### src/rtl/delta_ctrl_pkg.sv
// Shared types and constants for the MFCC delta sequencer.
// Step order, op encodings and frame offsets of the five-step delta recipe.
package delta_pkg;

    localparam int NSTEP    = 5;
    localparam int NCEP_DEF = 13;

    typedef enum logic [2:0] {
        S0,
        S1,
        S2,
        S3,
        S4
    } step_e;

    typedef enum logic [1:0] {
        IDLE,
        RUN,
        FLUSH
    } state_e;

    typedef struct packed {
        logic en;
        logic ld;
        logic sub;
        logic shift;
    } op_t;

    localparam op_t OP_NEW       = 4'b1100;
    localparam op_t OP_SUB       = 4'b1010;
    localparam op_t OP_SHIFT_ADD = 4'b1001;
    localparam op_t OP_IDLE      = 4'b0000;

    localparam int OFF_S0 = 2;
    localparam int OFF_S1 = -2;
    localparam int OFF_S2 = 1;
    localparam int OFF_S3 = -1;
    localparam int OFF_S4 = -1;

    function automatic step_e next_step(input step_e s);
        if (s == step_e'(NSTEP - 1)) begin
            return S0;
        end
        return step_e'(s + 3'd1);
    endfunction

endpackage

### src/rtl/delta_ctrl_if.sv
// Handshake and datapath-control bundle of the delta sequencer.
// DELTA_CTRL_ABORT_EN adds the abort / aborted pair.
interface delta_if #(
    parameter int FRAME_AW = 3,
    parameter int COEF_AW  = 4
);

    logic                start;
    logic [FRAME_AW-1:0] center_slot;
    logic                busy;
    logic                done;
    logic                regc_rd;
    logic [FRAME_AW-1:0] regc_frame;
    logic [COEF_AW-1:0]  regc_coef;
    logic                delta_en;
    logic                delta_new;
    logic                delta_sub;
    logic                delta_shift;
    logic                dout_we;
    logic [COEF_AW-1:0]  dout_idx;
`ifdef DELTA_CTRL_ABORT_EN
    logic                abort;
    logic                aborted;

    modport master (
        input  start, center_slot, abort,
        output busy, done, regc_rd, regc_frame, regc_coef,
        output delta_en, delta_new, delta_sub, delta_shift,
        output dout_we, dout_idx, aborted
    );

    modport slave (
        output start, center_slot, abort,
        input  busy, done, regc_rd, regc_frame, regc_coef,
        input  delta_en, delta_new, delta_sub, delta_shift,
        input  dout_we, dout_idx, aborted
    );
`else
    modport master (
        input  start, center_slot,
        output busy, done, regc_rd, regc_frame, regc_coef,
        output delta_en, delta_new, delta_sub, delta_shift,
        output dout_we, dout_idx
    );

    modport slave (
        output start, center_slot,
        input  busy, done, regc_rd, regc_frame, regc_coef,
        input  delta_en, delta_new, delta_sub, delta_shift,
        input  dout_we, dout_idx
    );
`endif

endinterface

### src/rtl/delta_ctrl_step_rom.sv
// Step decoder: frame offset relative to the centre slot and accumulator op.
// Offsets wrap naturally through truncation to FRAME_AW bits.
module delta_step_rom
    import delta_pkg::*;
#(
    parameter int FRAME_AW = 3
) (
    input  step_e               step,
    output logic [FRAME_AW-1:0] offset,
    output op_t                 op
);

    always_comb begin
        offset = '0;
        op     = OP_IDLE;
        unique case (step)
            S0: begin
                offset = FRAME_AW'(OFF_S0);
                op     = OP_NEW;
            end
            S1: begin
                offset = FRAME_AW'(OFF_S1);
                op     = OP_SUB;
            end
            S2: begin
                offset = FRAME_AW'(OFF_S2);
                op     = OP_SHIFT_ADD;
            end
            S3: begin
                offset = FRAME_AW'(OFF_S3);
                op     = OP_SUB;
            end
            S4: begin
                offset = FRAME_AW'(OFF_S4);
                op     = OP_SUB;
            end
            default: begin
                offset = '0;
                op     = OP_IDLE;
            end
        endcase
    end

endmodule

### src/rtl/delta_ctrl.sv
// MFCC delta sequencer: ring reads, accumulator controls, result write strobes.
// Optional abort path enabled with DELTA_CTRL_ABORT_EN.
module delta_ctrl
    import delta_pkg::*;
#(
    parameter int NCEP     = NCEP_DEF,
    parameter int FRAME_AW = 3,
    parameter int COEF_AW  = 4
) (
    input  logic     clk,
    input  logic     rst,
    delta_if.master  bus
);

    localparam logic [COEF_AW-1:0] LAST_K = COEF_AW'(NCEP - 1);

    state_e              state_q, state_d;
    step_e               step_q, step_d;
    logic [COEF_AW-1:0]  coef_q, coef_d;
    logic [FRAME_AW-1:0] center_q, center_d;

    logic [FRAME_AW-1:0] rom_off;
    op_t                 rom_op;
    logic                rd;
    logic                last_rd;
    logic                abort_hit;

    op_t                 p1_op;
    logic                p1_s4;
    logic [COEF_AW-1:0]  p1_idx;
    logic                we_q;
    logic [COEF_AW-1:0]  idx_q;
    logic                done_q;

    delta_step_rom #(
        .FRAME_AW (FRAME_AW)
    ) u_rom (
        .step   (step_q),
        .offset (rom_off),
        .op     (rom_op)
    );

    assign rd      = (state_q == RUN);
    assign last_rd = rd && (step_q == S4) && (coef_q == LAST_K);

    // The final write cannot be aborted; done wins over abort.
`ifdef DELTA_CTRL_ABORT_EN
    assign abort_hit = bus.abort && (state_q != IDLE) && !done_q;
`else
    assign abort_hit = 1'b0;
`endif

    always_comb begin
        state_d  = state_q;
        step_d   = step_q;
        coef_d   = coef_q;
        center_d = center_q;
        unique case (state_q)
            IDLE: begin
                if (bus.start) begin
                    state_d  = RUN;
                    step_d   = S0;
                    coef_d   = '0;
                    center_d = bus.center_slot;
                end
            end
            RUN: begin
                step_d = next_step(step_q);
                if (step_q == S4) begin
                    coef_d = coef_q + COEF_AW'(1);
                end
                if (last_rd) begin
                    state_d = FLUSH;
                    coef_d  = '0;
                end
            end
            FLUSH: begin
                if (done_q) begin
                    state_d = IDLE;
                end
            end
            default: begin
                state_d = IDLE;
            end
        endcase
        if (abort_hit) begin
            state_d = IDLE;
            step_d  = S0;
            coef_d  = '0;
        end
    end

    always_ff @(posedge clk or posedge rst) begin
        if (rst) begin
            state_q  <= IDLE;
            step_q   <= S0;
            coef_q   <= '0;
            center_q <= '0;
        end else begin
            state_q  <= state_d;
            step_q   <= step_d;
            coef_q   <= coef_d;
            center_q <= center_d;
        end
    end

    // Stage 1 aligns ops with read data; stage 2 waits on the accumulator.
    always_ff @(posedge clk or posedge rst) begin
        if (rst) begin
            p1_op  <= OP_IDLE;
            p1_s4  <= 1'b0;
            p1_idx <= '0;
            we_q   <= 1'b0;
            idx_q  <= '0;
            done_q <= 1'b0;
        end else begin
            p1_op  <= (rd && !abort_hit) ? rom_op : OP_IDLE;
            p1_s4  <= rd && !abort_hit && (step_q == S4);
            p1_idx <= coef_q;
            we_q   <= p1_s4 && !abort_hit;
            idx_q  <= (p1_s4 && !abort_hit) ? p1_idx : '0;
            done_q <= p1_s4 && !abort_hit && (p1_idx == LAST_K);
        end
    end

`ifdef DELTA_CTRL_ABORT_EN
    logic aborted_q;

    always_ff @(posedge clk or posedge rst) begin
        if (rst) begin
            aborted_q <= 1'b0;
        end else begin
            aborted_q <= abort_hit;
        end
    end

    assign bus.aborted = aborted_q;
`endif

    assign bus.busy        = (state_q != IDLE);
    assign bus.done        = done_q;
    assign bus.regc_rd     = rd;
    assign bus.regc_frame  = rd ? (center_q + rom_off) : '0;
    assign bus.regc_coef   = rd ? coef_q : '0;
    assign bus.delta_en    = p1_op.en;
    assign bus.delta_new   = p1_op.ld;
    assign bus.delta_sub   = p1_op.sub;
    assign bus.delta_shift = p1_op.shift;
    assign bus.dout_we     = we_q;
    assign bus.dout_idx    = idx_q;

endmodule

### src/flat_wrapper.sv
// flat-port wrapper written by rule: the top's interface ports become plain ports
module delta_ctrl_flat import delta_pkg::*;
#(
    parameter int NCEP     = NCEP_DEF,
    parameter int FRAME_AW = 3,
    parameter int COEF_AW  = 4
)
  (clk, rst, bus_start, bus_center_slot, bus_busy, bus_done, bus_regc_rd, bus_regc_frame, bus_regc_coef, bus_delta_en, bus_delta_new, bus_delta_sub, bus_delta_shift, bus_dout_we, bus_dout_idx);
  delta_if #(.FRAME_AW(FRAME_AW), .COEF_AW(COEF_AW)) bus_i ();
  input  logic clk;
  input  logic rst;
  input wire logic [$bits(bus_i.start)-1:0] bus_start;
  input wire logic [$bits(bus_i.center_slot)-1:0] bus_center_slot;
  output wire logic [$bits(bus_i.busy)-1:0] bus_busy;
  output wire logic [$bits(bus_i.done)-1:0] bus_done;
  output wire logic [$bits(bus_i.regc_rd)-1:0] bus_regc_rd;
  output wire logic [$bits(bus_i.regc_frame)-1:0] bus_regc_frame;
  output wire logic [$bits(bus_i.regc_coef)-1:0] bus_regc_coef;
  output wire logic [$bits(bus_i.delta_en)-1:0] bus_delta_en;
  output wire logic [$bits(bus_i.delta_new)-1:0] bus_delta_new;
  output wire logic [$bits(bus_i.delta_sub)-1:0] bus_delta_sub;
  output wire logic [$bits(bus_i.delta_shift)-1:0] bus_delta_shift;
  output wire logic [$bits(bus_i.dout_we)-1:0] bus_dout_we;
  output wire logic [$bits(bus_i.dout_idx)-1:0] bus_dout_idx;
  assign bus_i.start = bus_start;
  assign bus_i.center_slot = bus_center_slot;
  assign bus_busy = bus_i.busy;
  assign bus_done = bus_i.done;
  assign bus_regc_rd = bus_i.regc_rd;
  assign bus_regc_frame = bus_i.regc_frame;
  assign bus_regc_coef = bus_i.regc_coef;
  assign bus_delta_en = bus_i.delta_en;
  assign bus_delta_new = bus_i.delta_new;
  assign bus_delta_sub = bus_i.delta_sub;
  assign bus_delta_shift = bus_i.delta_shift;
  assign bus_dout_we = bus_i.dout_we;
  assign bus_dout_idx = bus_i.dout_idx;
  delta_ctrl #(.NCEP(NCEP), .FRAME_AW(FRAME_AW), .COEF_AW(COEF_AW)) u_core (.clk(clk), .rst(rst), .bus(bus_i));
endmodule
### config.mk
export PLATFORM = sky130hd
export DESIGN_NAME = delta_ctrl_flat
export DESIGN_NICKNAME = d
export VERILOG_FILES = /design/src/rtl/delta_ctrl_pkg.sv /design/src/rtl/delta_ctrl_if.sv /design/src/rtl/delta_ctrl_step_rom.sv /design/src/rtl/delta_ctrl.sv /design/src/flat_wrapper.sv
export SDC_FILE = /design/constraint.sdc
export NUM_CORES = 1
export LEC_CHECK = 0
export ABC_AREA = 1
export BUFFER_PORTS_ARGS = -buffer_cell sky130_fd_sc_hd__buf_2
export CORE_ASPECT_RATIO = 0.6
export CORE_UTILIZATION = 45
export DETAILED_ROUTE_END_ITERATION = 10
export GPL_TIMING_DRIVEN = 0
export PLACE_DENSITY = 0.72
export REMOVE_ABC_BUFFERS = 1
export SLEW_MARGIN = 20
export SYNTH_ARGS = -nofsm -noshare
export SYNTH_HDL_FRONTEND = slang
export SYNTH_SLANG_ARGS = --single-unit
### constraint.sdc
create_clock -name clk -period 3.3 [get_ports clk]
set_input_delay 0.66 -clock clk [delete_from_list [all_inputs] [get_ports clk]]
set_output_delay 0.66 -clock clk [all_outputs]
set_load 0.005 [all_outputs]
# Word-level counts from Yosys, hierarchy flattened

Index checks and enable logic that the tools add are counted.

Add/sub/neg operators: 3
Multipliers: 0
Divide/modulo/power cells: 0
$lt $le $gt $ge: 0
Equal/unequal tests: 12
Shifts and indexed selects: 0
Multiplexer cells: 20
Bitwise gates (word level): 0
Reductions and logical operators: 13

Operator list:

| operator                                      | number |
|---|---|
| two-way mux 4 bit                             | 6 |
| two-way mux 3 bit                             | 4 |
| one-hot mux 3 bit (4 select lines)            | 1 |
| one-hot mux 4 bit (3 select lines)            | 1 |
| == test 4 bit, second input constant          | 2 |
| one-hot mux 4 bit (2 select lines)            | 1 |
| == test 3 x 2 -> 1 bit, second input constant | 2 |
| two-way mux 2 bit                             | 3 |
| one-hot mux 2 bit (3 select lines)            | 1 |
| one-hot mux 3 bit (2 select lines)            | 1 |
| AND reduction 3 bit                           | 2 |
| adder 4 x 1 -> 4 bit, second input constant   | 1 |
| inequality test 2 bit, second input constant  | 2 |
| AND reduction 2 bit                           | 2 |
| nonzero test 2 bit                            | 2 |
| adder 3 x 1 -> 3 bit, second input constant   | 1 |
| adder 3 bit                                   | 1 |
| == test 3 x 1 -> 1 bit, second input constant | 1 |
| == test 3 bit, second input constant          | 1 |
| logical AND 1 bit                             | 3 |
| logical NOT 3 bit                             | 1 |
| inequality test 3 bit, second input constant  | 1 |
| OR reduction 3 bit                            | 1 |
| == test 2 x 1 -> 1 bit, second input constant | 1 |
| 5 further kinds                               | 6 |

Register bits: 27
Bits in latches: 0
Memory bits (writable): 0
ROM bits: 0
Input port bits: 6
Output and inout bits: 19
Word-level logic and storage cells: 61
Memories kept: 0

# Depth between registers and ports, before layout

Gate-level depths: netlist of run 1.

Depth in word-level cells: 5
Depth in mapped cells: 11
Mapped depth without buffers: 11

# Hierarchy

A second synthesis of run 1 with hierarchy kept.

Cells, all modules: 135
Area, all modules: 1260.0 um^2

Modules (own cells, without submodules):

| module         | instances | cells an instance | area an instance (um^2) | sequential area each (um^2) |
|---|---|---|---|---|
| delta_ctrl     | 1         | 121               | 1197.4                  | 675.6 |
| delta_step_rom | 1         | 14                | 62.6                    | 0.0 |

# Worst setup path after synthesis of run 1

No wires, ideal clock.

Kind: register -> output
Start: register u_core.step_q[0]
End: output port bus_regc_frame[2]
Arrival: 1.891 ns
Data required time: 2.640 ns
Path slack: 0.749 ns
Cell stages (with the launch flop): 12
Buffers on the path: 0
Cell sequence: dfrtp_1 ha_1 nor2_1 inv_1 nor2_1 nor2_1 ha_1 fa_1 xor2_1 nand2_1 nand2_1 nor2_1

Longest elaborated chain between the ends: 5
Elaborated cells on any way between the ends: 9
Those cells by class: add/sub: 1; eq/ne: 4; mux: 2; reduce/logical: 2

Ends and longest elaborated chain:

| what                                                    | line                      | source |
|---|---|---|
| from (decl)                                             | delta_ctrl.sv:18          | `step_e step_q, step_d;` |
| from (signal assigned)                                  | delta_ctrl.sv:101         | `step_q <= step_d;` |
| == test 3 x 2 -> 1 bit or == test 3 bit (tied branches) | delta_ctrl_step_rom.sv:16 | `unique case (step)` |
| OR reduction 2 bit (no source line)                     | -                         |  |
| one-hot mux 3 bit (4 select lines) *                    | delta_ctrl_step_rom.sv:16 |  |
| adder 3 bit *                                           | delta_ctrl.sv:143         | `assign bus.regc_frame = rd ? (center_q + rom_off) : '0;` |
| two-way mux 3 bit *                                     | delta_ctrl.sv:143         |  |
| to (decl)                                               | flat_wrapper.sv:17        | `output wire logic [$bits(bus_i.regc_frame)-1:0] bus_regc_frame;` |

Every way passes the cells marked *; elsewhere a longest branch is shown, timed or not.

# Worst setup path in the final report of run 1

Ends and elaborated chain as after synthesis.

==> summary.txt, run 1 <==
Global route
  • Initial antenna violation count: 0
  • GRT Total Usage: 16.71%
  • Number of global-route vias before repair: 852
  • Gr ovfl total: 0
  • Largest net degree at the start of global routing: 28
  • First-pass GRT wire length: 3767 um

Drt
  • DRC violations left: 8
  • M1 wire length: 1055 um
  • First drt pass iteration count: 7
  • Routed length per instance: 11.75 um
  • Avg Vias per Cell: 4.892
  • DR iter-0 viols: 37
  • Met2 WL: 1050 um
  • Total Wirelength: 2280 um
  • DR WL met3: 144 um
  • Top layer in use: met4
  • Vias after detailed routing: 949
  • Post-route antenna net violation count: 0

Yosys
  • Mapped Cells: 135
  • Ys Warns: 0
  • Mapped Avg Cell Area: 9.435 um^2
  • Mapped Area: 1274 um^2
  • Register bit total from synthesis: 27
  • Post-synth cell types: 24
  • Seq/Total Area, Yosys: 53.05%

Floorplanning
  • # IOs: 25
  • Die Wd: 70.69 um
  • Std-Cell Rows: 14
  • Die height: 43.21 um
  • Core Area: 2592 um^2
  • Starting Density: 49.13%
  • Total die area: 3054 um^2

CTS
  • CTS buffer count: 3
  • TritonCTS clock tree: built
  • Postcts setup bufs: 0
  • Clock Sinks: 27
  • Cell chosen for the clock root: clkbuf_8
  • Post-cts sizing count: 0
  • Clock Latency Late Sink: 0.28 ns
  • Post-CTS Hold Fix Bufs: 0
  • H-tree depth: 1
  • Clock Path Buffers: 2
  • Worst-path clk slew: 0.10 ns

STA
  • RSZ-0062 raised after global routing: false
  • Clk_skew: 0.007867 ns
  • Setup TNS: 0 ns
  • Fmax: 0.3254 GHz
  • Post-route minimum period: 3.073 ns
  • Worst-margin pin slew: 0.9277 ns
  • Slew HR: 37.77%
  • Setup Viol. Count Final: 0
  • Fin crit share: 93.13%
  • Pins Over Slew Limit: 0
  • Final hold vios: 0
  • WHS: 0.4310 ns

Cells and area
  • Share of cells above drive strength 1: 25.31%
  • NumNets Final: 178
  • Number of diodes: 0
  • Fin area: 1471 um^2
  • Syn-to-layout area delta: 15.52%
  • Final core utilization: 56.76%
  • Final std cells w/o fill: 194

Setup path
  • Worst EP arrival: 2.41 ns
  • Crit Path Class: reg2out
  • Worst path cell trace: ha_1, nor2_1, inv_1, nor2_1, nor2_1, ha_1, fa_1, xor2_1, nand2_1, nand2_1, nor2_1, buf_2
  • Crit path to: bus_regc_frame[2]
  • CP startpoint kind: register
  • CP dominant cell by count: nor2_1
  • Data required time at the worst endpoint: 2.64 ns
  • Reg2Reg Depth: 9
  • R2r startpoint: u_core.step_q[0]
  • R2r endpoint: u_core.coef_q[3]
  • Crit-path max cell delay: 0.43 ns
  • Nature of the critical path endpoint: output port
  • Crit Path Max Fanout: 5
  • Worst R2R Setup Slack: 1.76 ns
  • Slowest CP cell: dfrtp_1
  • Worst setup path start: u_core.step_q[0]

Place
  • Detailed Place HPWL: 1702 um
  • Port bufs: 24
  • Placed Instances: 190
  • Placed Area: 1423 um^2
  • Placer Congestion: 0.7869

Power
  • Max rail drop VDD: 0.0001994 V
  • Lkg Pwr: 0.8432 nW
  • PwrDens: 363.3 nW/um^2

Status
  • Status: finished with violations
  • Violated checks: DRC

Hold path
  • Hold Crit Class: reg2reg
  • Hold Path Cell Cnt: 1

Flow run
  • MaxCap Viol Count: 0
[routing by layer]
metal / vias to the layer above / global-route usage [%]
met2: 30 / 26.92
met5: - / 0
met3: 7 / 6.413
met4: 0 / 5.200
met1: 443 / 21.01
li1: 469 / -
[cell usage in the layout (no fill, tap or decap), types with 2 or more instances in the layout]
master    Yosys  final
o21ai_0       3      3
a21oi_1       3      3
nand4_1       2      2
dfrtp_1      27     27
inv_2         3      3
ha_1          8      8
o21ai_1       3      3
nor2_1       16     16
nand3_1       9      9
nand2_4       3      3
nand2_1      24     24
buf_2         0     24
clkbuf_8      0      3
inv_1        22     21
[synthesized netlist by cell type]
library cell | count | share of area (%)
a21oi_1 | 3 | 1.2
nand2_1 | 24 | 7.1
a21oi_2 | 1 | 0.69
a31oi_2 | 1 | 0.98
o21ai_1 | 3 | 1.2
xor2_1 | 1 | 0.69
o21ai_0 | 3 | 1.2
nor2_2 | 1 | 0.49
o21ai_2 | 1 | 0.69
nor4_1 | 1 | 0.49
nor2_4 | 1 | 0.88
nor3_2 | 1 | 0.79
nand3b_1 | 1 | 0.59
nor2_1 | 16 | 4.7
nand3_1 | 9 | 3.5
fa_1 | 1 | 1.6
ha_1 | 8 | 7.9
nand2_4 | 3 | 2.7
nand2_2 | 1 | 0.49
inv_1 | 22 | 6.5
buf_6 | 1 | 0.88
dfrtp_1 | 27 | 53
nand4_1 | 2 | 0.98
inv_2 | 3 | 0.88
[cell type report]
| class | count | area [um^2] |
|---|---|---|
| clock buffer | 3 | 41.29 |
| clock inverter | 1 | 7.507 |
| fill | 244 | 1121 |
| inverter | 25 | 93.84 |
| multi-input combinational | 82 | 493.0 |
| sequential | 27 | 675.6 |
| tap | 32 | 40.04 |
| timing repair buffer | 24 | 120.1 |
[worst min path at each step]
stage,startpoint,to
CTS,u_core.p1_idx[1],u_core.bus.done
detailed placement,u_core.p1_idx[1],u_core.bus.done
global placement,u_core.p1_idx[1],u_core.bus.done
floorplan,u_core.coef_q[1],u_core.p1_idx[1]
finish,u_core.p1_idx[1],u_core.bus.done
global route,u_core.p1_idx[0],u_core.bus.done
[power by group]
part	leakage (nW)	switching [W]	internal (W)	total [W]
sequential	0.333	0	0.000331	0.000331
combinational	0.488	0.00000754	0.00000218	0.00000972
clock	0.0217	0.000108	0.0000858	0.000194
total	0.843	0.000116	0.000419	0.000535
[registers in the layout, summed over array words and instances (netlist names)]
register	count
u_core.bus.dout_idx	4
u_core.bus.dout_we	1
u_core.bus.delta_shift	1
u_core.bus.delta_new	1
u_core.bus.done	1
u_core.step_q	3
u_core.state_q	2
u_core.coef_q	4
u_core.p1_idx	4
u_core.bus.delta_en	1
u_core.p1_s4	1
u_core.bus.delta_sub	1
u_core.center_q	3
[cells by family after synthesis]
| kind of cell | after synthesis | share of synthesized area [%] |
|---|---|---|
| XOR/XNOR | 1 | 0.6877 |
| buffers and inverters | 26 | 8.251 |
| adder cells (fa/ha/maj) | 9 | 9.431 |
| flip-flops | 27 | 53.05 |
| AO/OA/AOI/OAI | 12 | 5.893 |
| AND/OR/NAND/NOR | 60 | 22.69 |
[metrics by stage]
stage / power (W) / worst slack [ns]
after global placement: 0.0003468 / 0.5874
after detailed placement: 0.0003475 / 0.5461
after floorplan: 0.0003420 / 0.7488
after CTS: 0.0005376 / 0.2273
after global routing: 0.0005562 / 0.02770
final: 0.0005346 / 0.2267
[worst max-delay path, delay by kind of cell (launching register included)]
| kind | cells | cell delay, ns |
|---|---|---|
| and+or+nand+nor | 6 | 0.47 |
| DFF | 1 | 0.43 |
| adders and majority gates | 3 | 0.84 |
| xor gates and xnor gates | 1 | 0.21 |
| buffers and inverters | 2 | 0.18 |
Power figures use the tool's default switching activity.
==> inputs of run 2 (changes only) <==
--- a/config.mk
+++ b/config.mk
@@ -7,11 +7,12 @@
 export LEC_CHECK = 0
 export ABC_AREA = 1
 export BUFFER_PORTS_ARGS = -buffer_cell sky130_fd_sc_hd__buf_2
-export CORE_ASPECT_RATIO = 0.6
+export CORE_ASPECT_RATIO = 0.5
 export CORE_UTILIZATION = 45
 export DETAILED_ROUTE_END_ITERATION = 10
 export GPL_TIMING_DRIVEN = 0
-export PLACE_DENSITY = 0.72
+export MAX_ROUTING_LAYER = met4
+export PLACE_DENSITY = 0.75
 export REMOVE_ABC_BUFFERS = 1
 export SLEW_MARGIN = 20
 export SYNTH_ARGS = -nofsm -noshare
==> constraint.sdc (replaced) <==
create_clock -name clk -period 2.7 [get_ports clk]
set_input_delay 0.54 -clock clk [delete_from_list [all_inputs] [get_ports clk]]
set_output_delay 0.54 -clock clk [all_outputs]
set_load 0.005 [all_outputs]
==> summary.txt, run 2 (synthesis results as in run 1) <==
Drt
  • Avg Vias per Cell: 4.631
  • DR WL met3: 171 um
  • DR iter-0 viols: 80
  • Top layer in use: met4
  • Routed length per instance: 10.86 um
  • DRC violations left: 0
  • Total Wirelength: 2238 um
  • M1 wire length: 1053 um
  • First drt pass iteration count: 4
  • Met2 WL: 946 um
  • Vias after detailed routing: 954
  • Post-route antenna net violation count: 0

Setup path
  • Buf+Inv Stages, Crit Path: 2
  • Crit Path Max Fanout: 4
  • Nature of the critical path endpoint: output port
  • CP top delay family: adder cells
  • CP startpoint kind: register
  • Slowest CP cell: dfrtp_2
  • Worst EP arrival: 2.20 ns
  • Worst path cell trace: ha_4, nor2_4, inv_2, nor2_4, nor2_2, ha_2, fa_2, xor2_2, nand2_1, nand2_1, nor2_1, buf_2
  • Data required time at the worst endpoint: 2.16 ns
  • Crit Path Class: reg2out
  • Crit-path max cell delay: 0.46 ns

CTS
  • CTS buffer count: 3
  • Cell chosen for the clock root: clkbuf_8
  • Worst-path clk slew: 0.09 ns
  • H-tree depth: 1
  • TritonCTS clock tree: built
  • Clock Sinks: 27
  • Clock Latency Late Sink: 0.28 ns
  • Clock Path Buffers: 2

Flow run
  • MaxCap Viol Count: 0

STA
  • Setup Viol. Count Final: 1
  • Setup TNS: -0.04092 ns
  • Fin crit share: 101.5%
  • Pins Over Slew Limit: 0
  • Fmax: 0.3648 GHz
  • RSZ-0062 raised after global routing: true
  • Clk_skew: 0.006459 ns
  • Final critical-path setup slack: -0.04092 ns
  • Post-route minimum period: 2.741 ns
  • Slew HR: 34.81%
  • Final hold vios: 0
  • Worst-margin pin slew: 0.9768 ns

Global route
  • Initial antenna violation count: 0
  • Largest net degree at the start of global routing: 28
  • GRT Total Usage: 17.59%
  • Number of global-route vias before repair: 769
  • Gr ovfl total: 0
  • First-pass GRT wire length: 3525 um

Power
  • Lkg Pwr: 0.8724 nW
  • Total power: 0.0006477 W
  • PwrDens: 409.9 nW/um^2
  • Max rail drop VDD: 0.0002107 V

Floorplanning
  • Std-Cell Rows: 13
  • # IOs: 25
  • Core Area: 2635 um^2
  • Total die area: 3060 um^2
  • Starting Density: 48.34%
  • Die Wd: 77.24 um
  • Die height: 39.62 um

Status
  • Violated checks: setup timing
  • Status: finished with violations

Place
  • Detailed Place HPWL: 1536 um
  • DP Worst Slack: 0.08074 ns
  • Placer Congestion: 0.9026
  • Placed Area: 1429 um^2
  • Port bufs: 24

Cells and area
  • Commonest non-fill, non-tap cell in the layout: dfrtp_1
  • Final core utilization: 59.97%
  • Fin area: 1580 um^2
  • Most frequent cells in the layout: dfrtp_1 (25), nand2_1 (24), buf_2 (24)
  • Number of diodes: 0
  • Syn-to-layout area delta: 24.07%
  • NumNets Final: 185
  • Share of cells above drive strength 1: 36.69%

Hold path
  • Hold Crit Class: reg2reg
[run 2: cell count changes in the layout (fill, tap and decap cells not counted), sizes merged]
cell,delta
buf,+7
inv,+1
clkinv,-1
[run 2: repair_timing]
item                       4_1_cts  5_1_grt
setup endpoints to repair        2        2
pin swaps                        4        2
setup buffers                    5        2
hold buffers                     0        0
resized for setup                7       10
[run 2: worst paths after layout]
path	from	to	slack (ns)	cells past startpoint
max in group asynchronous	rst	u_core.step_q[0]	1.57	2
min reg2reg	u_core.p1_idx[1]	u_core.bus.done	0.44	1
min	u_core.p1_idx[1]	u_core.bus.done	0.44	1
max reg2reg	u_core.step_q[1]	u_core.coef_q[2]	1.19	9
max	u_core.step_q[0]	bus_regc_frame[2]	-0.04	12
min in group asynchronous	rst	u_core.p1_idx[3]	0.48	2
[run 2: final cells by class]
class	count	area (um^2)
clock buffers	3	41.29
clock inverters	1	7.507
fillers	234	1055
inverters	25	93.84
multi-input cells	82	540.5
flip-flops and latches	27	678.2
well taps	37	46.29
repair buffers	31	172.7
[run 2: power by group]
| group | switching [W] | internal, W |
|---|---|---|
| registers | 0 | 0.000404 |
| logic | 0.00000903 | 0.00000261 |
| clock network | 0.000127 | 0.000105 |
| total | 0.000136 | 0.000511 |
[run 2: layer usage]
metal | vias to the layer above | global-route usage [%]
met1 | 424 | 21.31
met3 | 10 | 5.581
met5 | - | -
li1 | 485 | -
met4 | 0 | 10.85
met2 | 35 | 26.55
[run 2: through the flow]
stage	instances	hold slack, ns
floorplan	134	0.3974
global route	206	0.4465
finish	206	0.4398
CTS	204	0.4425
global placement	195	0.4175
detailed placement	195	0.4257
